$ cat config.mk
export PLATFORM = sky130hd
export DESIGN_NAME = uart_rx_fifo
export DESIGN_NICKNAME = d
export VERILOG_FILES = /design/src/rtl/uart_rx_fifo.sv
export SDC_FILE = /design/constraint.sdc
export NUM_CORES = 1
export LEC_CHECK = 0
export CORE_MARGIN = 1
export CORE_UTILIZATION = 35
export DETAILED_ROUTE_END_ITERATION = 12
export PLACE_DENSITY = 0.56
export SYNTH_ARGS = -nofsm -noshare
export SYNTH_HDL_FRONTEND = slang
export SYNTH_SLANG_ARGS = --single-unit
$ cat constraint.sdc
create_clock -name clk -period 5.25 [get_ports clk]
set_clock_uncertainty 0.2 [all_clocks]
set_input_delay 0.525 -clock clk [delete_from_list [all_inputs] [get_ports clk]]
set_output_delay 0.525 -clock clk [all_outputs]
set_load 0.02 [all_outputs]
$ cat src/rtl/uart_rx_fifo.sv
// uart_rx_fifo: oversampling UART receiver (8N1 / 8-parity-1)
// with a small error-tagged receive FIFO and valid/ready drain.
module uart_rx_fifo #(
    parameter int CLK_FREQ_HZ = 100_000_000,
    parameter int BIT_RATE    = 9600,
    parameter int OVERSAMPLE  = 16,
    parameter int PARITY_EN   = 0,
    parameter int PARITY_ODD  = 0,
    parameter int FIFO_DEPTH  = 4
) (
    input  logic                          clk,
    input  logic                          rst,
    input  logic                          RX,
    output logic [7:0]                    data_out,
    output logic                          rx_valid,
    input  logic                          rx_ready,
    output logic                          frame_err,
    output logic                          parity_err,
    output logic                          overrun,
    input  logic                          err_clr,
    output logic                          UART_Busy,
    output logic [$clog2(FIFO_DEPTH):0]   fifo_count
);

    localparam int DIV_RAW = CLK_FREQ_HZ / (BIT_RATE * OVERSAMPLE);
    localparam int DIV     = (DIV_RAW < 1) ? 1 : DIV_RAW;
    localparam int DW      = (DIV > 1) ? $clog2(DIV) : 1;
    localparam int SW      = $clog2(OVERSAMPLE);
    localparam int AW      = $clog2(FIFO_DEPTH);

    localparam logic [DW-1:0] DIV_LAST  = DW'(DIV - 1);
    localparam logic [SW-1:0] MID_START = SW'(OVERSAMPLE / 2 - 1);
    localparam logic [SW-1:0] MID_BIT   = SW'(OVERSAMPLE - 1);
    localparam logic [AW:0]   FULL_CNT  = (AW + 1)'(FIFO_DEPTH);
    localparam logic          PAR_ON    = (PARITY_EN != 0);
    localparam logic          PAR_ODD   = (PARITY_ODD != 0);

    typedef enum logic [2:0] {
        S_IDLE,
        S_START,
        S_DATA,
        S_PARITY,
        S_STOP
    } state_e;

    logic [DW-1:0] div_q, div_d;
    logic          tick;
    logic [1:0]    sync_q;
    logic          rx_s;

    state_e        state_q, state_d;
    logic [SW-1:0] sc_q, sc_d;
    logic [2:0]    idx_q, idx_d;
    logic [7:0]    sh_q, sh_d;
    logic          perr_q, perr_d;
    logic          busy_q;
    logic          push;
    logic          push_ferr;

    logic [9:0]    mem_q [FIFO_DEPTH];
    logic [AW-1:0] wp_q, rp_q;
    logic [AW:0]   cnt_q, cnt_d;
    logic          valid_q;
    logic          ovr_q, ovr_d;
    logic          rd, wr, full, ovr_set;
    logic [9:0]    head;

    assign tick = (div_q == DIV_LAST);
    assign div_d = tick ? '0 : div_q + 1'b1;
    assign rx_s = sync_q[1];

    // Free-running baud tick divider, never resynchronised to the line.
    always_ff @(posedge clk or posedge rst) begin
        if (rst) div_q <= '0;
        else     div_q <= div_d;
    end

    // Two-flop synchroniser for the asynchronous serial line.
    always_ff @(posedge clk or posedge rst) begin
        if (rst) sync_q <= 2'b11;
        else     sync_q <= {sync_q[0], RX};
    end

    // Frame state machine: next state, sample counter, shifter, push.
    always_comb begin
        state_d   = state_q;
        sc_d      = sc_q;
        idx_d     = idx_q;
        sh_d      = sh_q;
        perr_d    = perr_q;
        push      = 1'b0;
        push_ferr = 1'b0;
        if (tick) begin
            sc_d = sc_q + 1'b1;
            unique case (state_q)
                S_IDLE: begin
                    sc_d = '0;
                    if (!rx_s) state_d = S_START;
                end
                S_START: begin
                    if (sc_q == MID_START) begin
                        if (rx_s) begin
                            state_d = S_IDLE;
                        end else begin
                            sc_d    = '0;
                            idx_d   = '0;
                            perr_d  = 1'b0;
                            state_d = S_DATA;
                        end
                    end
                end
                S_DATA: begin
                    if (sc_q == MID_BIT) begin
                        sh_d  = {rx_s, sh_q[7:1]};
                        sc_d  = '0;
                        idx_d = idx_q + 1'b1;
                        if (idx_q == 3'd7)
                            state_d = PAR_ON ? S_PARITY : S_STOP;
                    end
                end
                S_PARITY: begin
                    if (sc_q == MID_BIT) begin
                        perr_d  = ((^sh_q) ^ rx_s) != PAR_ODD;
                        sc_d    = '0;
                        state_d = S_STOP;
                    end
                end
                S_STOP: begin
                    if (sc_q == MID_BIT) begin
                        push      = 1'b1;
                        push_ferr = !rx_s;
                        sc_d      = '0;
                        state_d   = S_IDLE;
                    end
                end
                default: state_d = S_IDLE;
            endcase
        end
    end

    // Frame state registers; busy is registered from the next state.
    always_ff @(posedge clk or posedge rst) begin
        if (rst) begin
            state_q <= S_IDLE;
            sc_q    <= '0;
            idx_q   <= '0;
            sh_q    <= '0;
            perr_q  <= 1'b0;
            busy_q  <= 1'b0;
        end else begin
            state_q <= state_d;
            sc_q    <= sc_d;
            idx_q   <= idx_d;
            sh_q    <= sh_d;
            perr_q  <= perr_d;
            busy_q  <= (state_d != S_IDLE);
        end
    end

    assign rd      = valid_q & rx_ready;
    assign full    = (cnt_q == FULL_CNT);
    assign wr      = push & (~full | rd);
    assign ovr_set = push & full & ~rd;

    // Occupancy and sticky overrun next-state; a new overrun beats clear.
    always_comb begin
        cnt_d = cnt_q;
        unique case ({wr, rd})
            2'b10:   cnt_d = cnt_q + 1'b1;
            2'b01:   cnt_d = cnt_q - 1'b1;
            default: cnt_d = cnt_q;
        endcase
        ovr_d = ovr_q;
        if (ovr_set)      ovr_d = 1'b1;
        else if (err_clr) ovr_d = 1'b0;
    end

    // FIFO pointers, count, valid flag and overrun flag.
    always_ff @(posedge clk or posedge rst) begin
        if (rst) begin
            wp_q    <= '0;
            rp_q    <= '0;
            cnt_q   <= '0;
            valid_q <= 1'b0;
            ovr_q   <= 1'b0;
        end else begin
            if (wr) wp_q <= wp_q + 1'b1;
            if (rd) rp_q <= rp_q + 1'b1;
            cnt_q   <= cnt_d;
            valid_q <= (cnt_d != '0);
            ovr_q   <= ovr_d;
        end
    end

    // Entry storage {frame_err, parity_err, data}; cleared on reset.
    always_ff @(posedge clk or posedge rst) begin
        if (rst) begin
            for (int i = 0; i < FIFO_DEPTH; i++) mem_q[i] <= '0;
        end else if (wr) begin
            mem_q[wp_q] <= {push_ferr, perr_q, sh_q};
        end
    end

    assign head       = mem_q[rp_q];
    assign data_out   = head[7:0];
    assign parity_err = head[8];
    assign frame_err  = head[9];
    assign rx_valid   = valid_q;
    assign overrun    = ovr_q;
    assign UART_Busy  = busy_q;
    assign fifo_count = cnt_q;

endmodule

==> impl_metrics.csv, run 1 <==
group,metric,value,unit
placement,place_congestion,0.7413,
detailed_routing,wl_per_cell,15.22,um
synthesis,seq_area_frac_synth,52.65,%
floorplan,dieArea,11440,um2
outcome,outcome,"completed",
clock_network,cts_resized,0,
worst_setup_path,rrSetupSlack,2.36,ns
layout,fin_cells,455,
clock_network,cts_tree,"built",
power_and_ir_drop,cellPowerDensity,261.7,nW/um2
worst_setup_path,cp-start-kind,"flip-flop",
placement,dp_hpwl,4.579,mm
layout,multi_input_area,1739,um2
clock_network,cts_hold_buffers,0,
layout,nets,331,
floorplan,die_w,107.0,um
synthesis,async_flop_share,100.0,%
floorplan,placementRows,37,
synthesis,synth-edff-count,0,
power_and_ir_drop,vdd_ir_drop_max,153.8,uV
synthesis,synth_top_area_share,51.28,%
clock_network,cts_setup_buffers,0,
timing,finalMaxSlewViolations,0,
worst_setup_path,timing.rr.end,"idx_q[0]$_DFFE_PP0P_",
synthesis,ys_ff_latch,81,
detailed_routing,dr.pass1.iters,4,
timing,holdWs,0.1588,ns
detailed_routing,num_vias,2270,
floorplan,die_height,107.0,um
timing,worst_pin_slew,1.181,ns
global_routing,grt_pass1_wl,12.07,mm
global_routing,grt_use_met2,22.17,%
worst_setup_path,cp_num_cells,2,
timing,max_slew_margin,20.69,%
worst_setup_path,r2r_start,"div_q[4]$_DFF_PP0_",
clock_network,root_buffer,"clkbuf_8",
layout,area_growth_syn_to_layout,14.80,%
placement,place_ws,2.301,ns
flow_run,cap_viol_max_count,0,
synthesis,synth_area,3855,um2
detailed_routing,remaining_drc_errors,0,
worst_setup_path,cp.arrival,2.39,ns
floorplan,num_io_pins,21,
synthesis,synth_area_leaders,"dfrtp_1 51%, mux2_2 13%, mux4_2 5.8%",
synthesis,yosysUniqueCellTypes,51,
clock_network,ctsHtreeMaxLevel,3,
global_routing,grt_remaining_overflow,0,
detailed_routing,wl,6.924,mm
worst_setup_path,cp_cell_sequence,"mux4_2 -> clkdlybuf4s50_1",
synthesis,synth_compound_area_share,4.706,%
timing,fmax,321.1,MHz
worst_setup_path,critPathTopFamily,"flip-flops",
worst_setup_path,crit_slowest_cell,"dfrtp_1",
global_routing,grt_most_used_layer,"met2",
worst_setup_path,crit_required,4.53,ns
worst_setup_path,endpoint,"parity_err",
detailed_routing,avgViaCountPerCell,4.989,
synthesis,synth-simple-area-share,10.29,%
synthesis,post_synth_xor_area_fraction,5.128,%
worst_setup_path,crit_type,"flip-flop to primary output",
synthesis,ys.flop_type,"dfrtp_1",
clock_network,clk_latency,0.35,ns
clock_network,clkTransAtPathRegs,0.07,ns
global_routing,use_met1,18.14,%
synthesis,synth_top_family_by_area,"multiplexers",
worst_setup_path,setup.worst_path.start,"rp_q[0]$_DFFE_PP0P_",
global_routing,antenna_found_initial,0,
clock_network,cts.path.max_buffers,2,
layout,ff_latch_area,2029,um2
timing,tns,0,ns
synthesis,syn_avg_cell_area,13.25,um2
global_routing,met3_usage,4.073,%
timing,hold_viol,0,
floorplan,core-area,10510,um2
global_routing,grt.total_usage,14.00,%
detailed_routing,initialDrtViolationCount,106,
clock_network,clock_sinks,81,
placement,portBuffers,20,
synthesis,synth_mux_area_share,21.23,%
synthesis,synth_warnings,0,
floorplan,start_util,36.68,%
timing,period_needed,3.114,ns
global_routing,grt_start_max_net_pins,60,
global_routing,grt_pass1_vias,2421,
power_and_ir_drop,power.leakage,0.002084,uW
placement,placedCellCount,440,
worst_setup_path,endpoint_kind,"primary output",
worst_setup_path,cp_max_fo,12,
synthesis,yosys.area.top_type,"dfrtp_1",
worst_setup_path,crit_buf_inv,1,
synthesis,syn_nets,307,
worst_setup_path,max_stage_delay,0.86,ns
layout,n_antenna_cell,0,
clock_network,cts_buffers,9,
layout,num-fill-cells,987,
min_path,hold_class,"flip-flop to flip-flop",
detailed_routing,final_antenna_net_count,0,
timing,setup_ws,2.136,ns
layout,drive_above_1_share,26.96,%
timing,fin_crit_sh,59.32,%
timing,rsz0062_at_grt,"no",
worst_setup_path,worstRegToRegCells,4,
synthesis,syn_inst,291,
synthesis,synth-adder-area-share,3.765,%
timing,setup_violations,0,
==> cell usage after synthesis (5+ instances only) <==
cell      count
nand2_1      17
nor2_1       13
mux2_2       46
nand3_1       7
clkbuf_1      6
mux4_2       10
dfrtp_1      79
mux2i_1       6
nor3_1        5
ha_1         10
xor2_1        5
xnor2_1      15
inv_1        13
o21ai_0       8
==> per-layer routing <==
metal	part of all wire, %	wire length [um]
met5	0	0
met4	1.6	110
met1	50	3445
met3	3.4	238
met2	45	3128
==> power by group <==
part           leakage (uW)  internal (uW)  total (uW)  switching [uW]
sequential          0.00109            625         626            1.28
combinational      0.000879           4.53        17.9            13.4
clock              0.000116            305         514             210
==> area by class of cell <==
type	count	share of cell area [%]
repair buffers	21	4.693
clock buffers	13	3.817
clock inverters	2	1.357
well taps	136	3.845
inverters	13	1.131
multi-input cells	189	39.30
flip-flops and latches	81	45.86
==> worst min-delay path by stage <==
stage / startpoint / endpoint / slack [ns] / depth (start not counted)
4_1_cts: sync_q[0]$_DFF_PP1_ / sync_q[1]$_DFF_PP1_ / 0.16 / 0
5_1_grt: sync_q[0]$_DFF_PP1_ / sync_q[1]$_DFF_PP1_ / 0.17 / 0
3_3_place_gp: sync_q[0]$_DFF_PP1_ / sync_q[1]$_DFF_PP1_ / 0.15 / 0
2_1_floorplan: sync_q[0]$_DFF_PP1_ / sync_q[1]$_DFF_PP1_ / 0.15 / 0
3_5_place_dp: sync_q[0]$_DFF_PP1_ / sync_q[1]$_DFF_PP1_ / 0.15 / 0
6_report: sync_q[0]$_DFF_PP1_ / sync_q[1]$_DFF_PP1_ / 0.16 / 0
==> kinds of logic after synthesis <==
logic type	count (synthesis)
mux	63
simple gates	68
fa+ha+maj	11
xor+xnor	21
compound gates	26
flops	81
buf+inv	21
==> stage by stage <==
step	instance area [um2]	total power, uW	utilization, %
3_5_place_dp	4197	657.4	39.93
3_3_place_gp	4197	657.7	39.93
2_1_floorplan	3855	649.3	-
5_1_grt	4425	1212	42.11
6_report	4425	1158	42.11
4_1_cts	4425	1181	42.11
==> sequential cells by signal, indices dropped and copies added (netlist names), 2 cells and up <==
register and cells:
sh_q 8, wp_q 2, sync_q 2, rp_q 2
div_q 10, sc_q 4, state_q 3, idx_q 3
mem_q 40, fifo_count 3
==> cell usage in the layout, fill, tap and decap left out, types with 3 or more instances in the layout <==
master,count
dfrtp_1,79
nand3_1,7
nor2_1,13
inv_1,12
nor3_1,5
mux4_2,10
clkdlybuf4s50_1,20
ha_1,10
nand2_1,17
xor2_1,5
clkbuf_8,12
mux2_2,46
nand3_2,4
o41ai_1,3
o21ai_0,8
xnor2_1,15
nor2b_1,3
or3_1,4
mux2i_1,6
Note: power is estimated with default switching activity, not from simulation.
==> inputs of run 2 (changes only) <==
==> constraint.sdc (replaced) <==
create_clock -name clk -period 3.2 [get_ports clk]
set_clock_uncertainty 0.2 [all_clocks]
set_input_delay 0.32 -clock clk [delete_from_list [all_inputs] [get_ports clk]]
set_output_delay 0.32 -clock clk [all_outputs]
set_load 0.02 [all_outputs]
==> run 2 against run 1 <==
Clock power rose by 47%. Worst setup slack worse by 1.8 ns. Non-clock buffer count rose by 10. Sequential share of layout area fell by 0.59 points. Count of clock-buffer cells in the layout stayed put. Largest power group unchanged. Die area stayed put. Cell count is 2.4% higher. Critical path depth up 7. Register-to-register slack lost 2.0 ns. Highest routed layer unchanged. Via count up 2.8%. Wire length is 2.9% higher.
==> impl_metrics.csv, run 2 (same netlist as run 1, synthesis figures left out) <==
group,metric,value,unit
layout,multi_input_area,1739,um2
detailed_routing,dr.max_layer_used,"met4",
detailed_routing,avgViaCountPerCell,5.009,
worst_setup_path,crit_required,3.23,ns
global_routing,grt_pass1_wl,12.12,mm
floorplan,start_util,36.68,%
layout,stdcell_area,4483,um2
timing,worst_pin_slew,0.6535,ns
worst_setup_path,r2r_start,"div_q[2]$_DFF_PP0_",
detailed_routing,dr.pass1.iters,4,
floorplan,placementRows,37,
floorplan,dieArea,11440,um2
global_routing,antenna_found_initial,0,
clock_network,ctsHtreeMaxLevel,3,
power_and_ir_drop,power.leakage,0.002124,uW
outcome,outcome,"completed",
placement,portBuffers,20,
worst_setup_path,crit_type,"flip-flop to flip-flop",
layout,num-fill-cells,980,
flow_run,cap_viol_max_count,0,
worst_setup_path,rrSetupSlack,0.33,ns
layout,fin_cells,466,
layout,drive_above_1_share,29.09,%
detailed_routing,initialDrtViolationCount,111,
clock_network,clkTransAtPathRegs,0.08,ns
timing,setup_violations,0,
global_routing,grt_start_max_net_pins,48,
global_routing,grt_pass1_vias,2467,
detailed_routing,num_vias,2334,
timing,fmax,348.5,MHz
timing,hold_viol,0,
floorplan,core-area,10510,um2
worst_setup_path,setup.worst_path.start,"div_q[2]$_DFF_PP0_",
timing,rsz0062_at_grt,"no",
clock_network,root_buffer,"clkbuf_8",
floorplan,die_height,107.0,um
worst_setup_path,worstRegToRegCells,9,
clock_network,cts_buffers,9,
layout,largest_reg_flops,40,
floorplan,die_w,107.0,um
layout,layout_commonest_cell,"dfrtp_1",
timing,max_slew_margin,56.23,%
global_routing,grt.total_usage,14.00,%
clock_network,cts_resized,0,
layout,area_growth_syn_to_layout,16.29,%
layout,n_antenna_cell,0,
detailed_routing,remaining_drc_errors,0,
layout,nets,341,
clock_network,cts.path.max_buffers,2,
detailed_routing,wl_met2,3.194,mm
worst_setup_path,cp.arrival,2.90,ns
clock_network,cts_setup_buffers,0,
detailed_routing,wl,7.128,mm
detailed_routing,final_antenna_net_count,0,
timing,tns,0,ns
placement,placed_cell_area,4284,um2
timing,finalMaxSlewViolations,0,
placement,placedCellCount,450,
min_path,hold_class,"input port to async pin",
detailed_routing,wl_met1,3.607,mm
detailed_routing,wl_per_cell,15.30,um
layout,top_regs,"mem_q: 40 flops, div_q: 10 flops, sh_q: 8 flops",
power_and_ir_drop,cellPowerDensity,404.5,nW/um2
timing,holdWs,0.1428,ns
detailed_routing,wl_met3,225,um
clock_network,clock_sinks,81,
timing,period_needed,2.869,ns
layout,ff_latch_area,2029,um2
placement,dp_hpwl,4.742,mm
timing,fin_crit_sh,89.67,%
clock_network,cts_hold_buffers,0,
floorplan,num_io_pins,21,
worst_setup_path,cp_max_fo,5,
global_routing,grt_remaining_overflow,0,
power_and_ir_drop,vdd_ir_drop_max,235.7,uV
worst_setup_path,timing.rr.end,"rx_valid$_DFF_PP0_",
layout,layout_common_cells,"79 x dfrtp_1, 46 x mux2_2, 20 x clkdlybuf4s50_1",
placement,place_congestion,0.7444,
clock_network,cts_tree,"built",
layout,largest_register,"mem_q",
worst_setup_path,endpoint_kind,"flip-flop",
worst_setup_path,cp-start-kind,"flip-flop",
clock_network,clk_latency,0.35,ns
## run 2: cell count changes in the layout (fill, tap and decap cells not counted), sizes merged
cell    delta
buf       +10
bufinv     -1
clkinv     +2
## run 2: critical path, cell delays in order, from the launching register on
cell       delay [ns]
dfrtp_1          0.43
or3b_2           0.52
nor3_1           0.15
nand4bb_1        0.13
ha_1             0.24
fa_1             0.38
xnor2_1          0.18
nor2_1           0.07
xor2_1           0.15
or3_1            0.31
## run 2: routing by layer
layer,track usage (%),up-vias
met4,5.284,0
met5,0,-
met1,18.78,1181
li1,-,1113
met2,21.43,30
met3,4.073,10
## run 2: stage by stage
| stage | power, uW | worst slack (ns) | utilization, % |
|---|---|---|---|
| 2_1_floorplan | 1065 | 0.4895 | - |
| 4_1_cts | 1846 | 0.3312 | 42.66 |
| 3_5_place_dp | 1082 | 0.3348 | 40.77 |
| 6_report | 1813 | 0.3306 | 42.66 |
| 5_1_grt | 1897 | 0.1785 | 42.66 |
| 3_3_place_gp | 1082 | 0.3864 | 40.77 |
## run 2: worst max path at each step
stage	slack, ns	end
after floorplan	0.49	rx_valid$_DFF_PP0_
after global placement	0.39	rx_valid$_DFF_PP0_
after detailed placement	0.33	rx_valid$_DFF_PP0_
after CTS	0.33	rx_valid$_DFF_PP0_
after global routing	0.18	rx_valid$_DFF_PP0_
final	0.33	rx_valid$_DFF_PP0_
## run 2: cell type report
type                       instances  share of cell area [%]
clock inverter                     3                  0.8931
multi-input combinational        189                   38.79
timing repair buffer              31                   6.587
clock buffer                      13                   3.545
tap                              136                   3.796
inverter                          13                   1.116
sequential                        81                   45.27
## run 2: report_power, final
group          internal [uW]  switching, uW
Combinational           9.17           22.6
Sequential              1030           2.26
Clock                    402            353
==> inputs of run 3 (changes only) <==
--- a/config.mk
+++ b/config.mk
@@ -9,6 +9,7 @@
 export CORE_UTILIZATION = 35
 export DETAILED_ROUTE_END_ITERATION = 12
 export PLACE_DENSITY = 0.56
+export SKIP_LAST_GASP = 1
 export SYNTH_ARGS = -nofsm -noshare
 export SYNTH_HDL_FRONTEND = slang
 export SYNTH_SLANG_ARGS = --single-unit
==> results of run 3 <==
The final DEF is identical to that of run 2; final timing and power are the same.
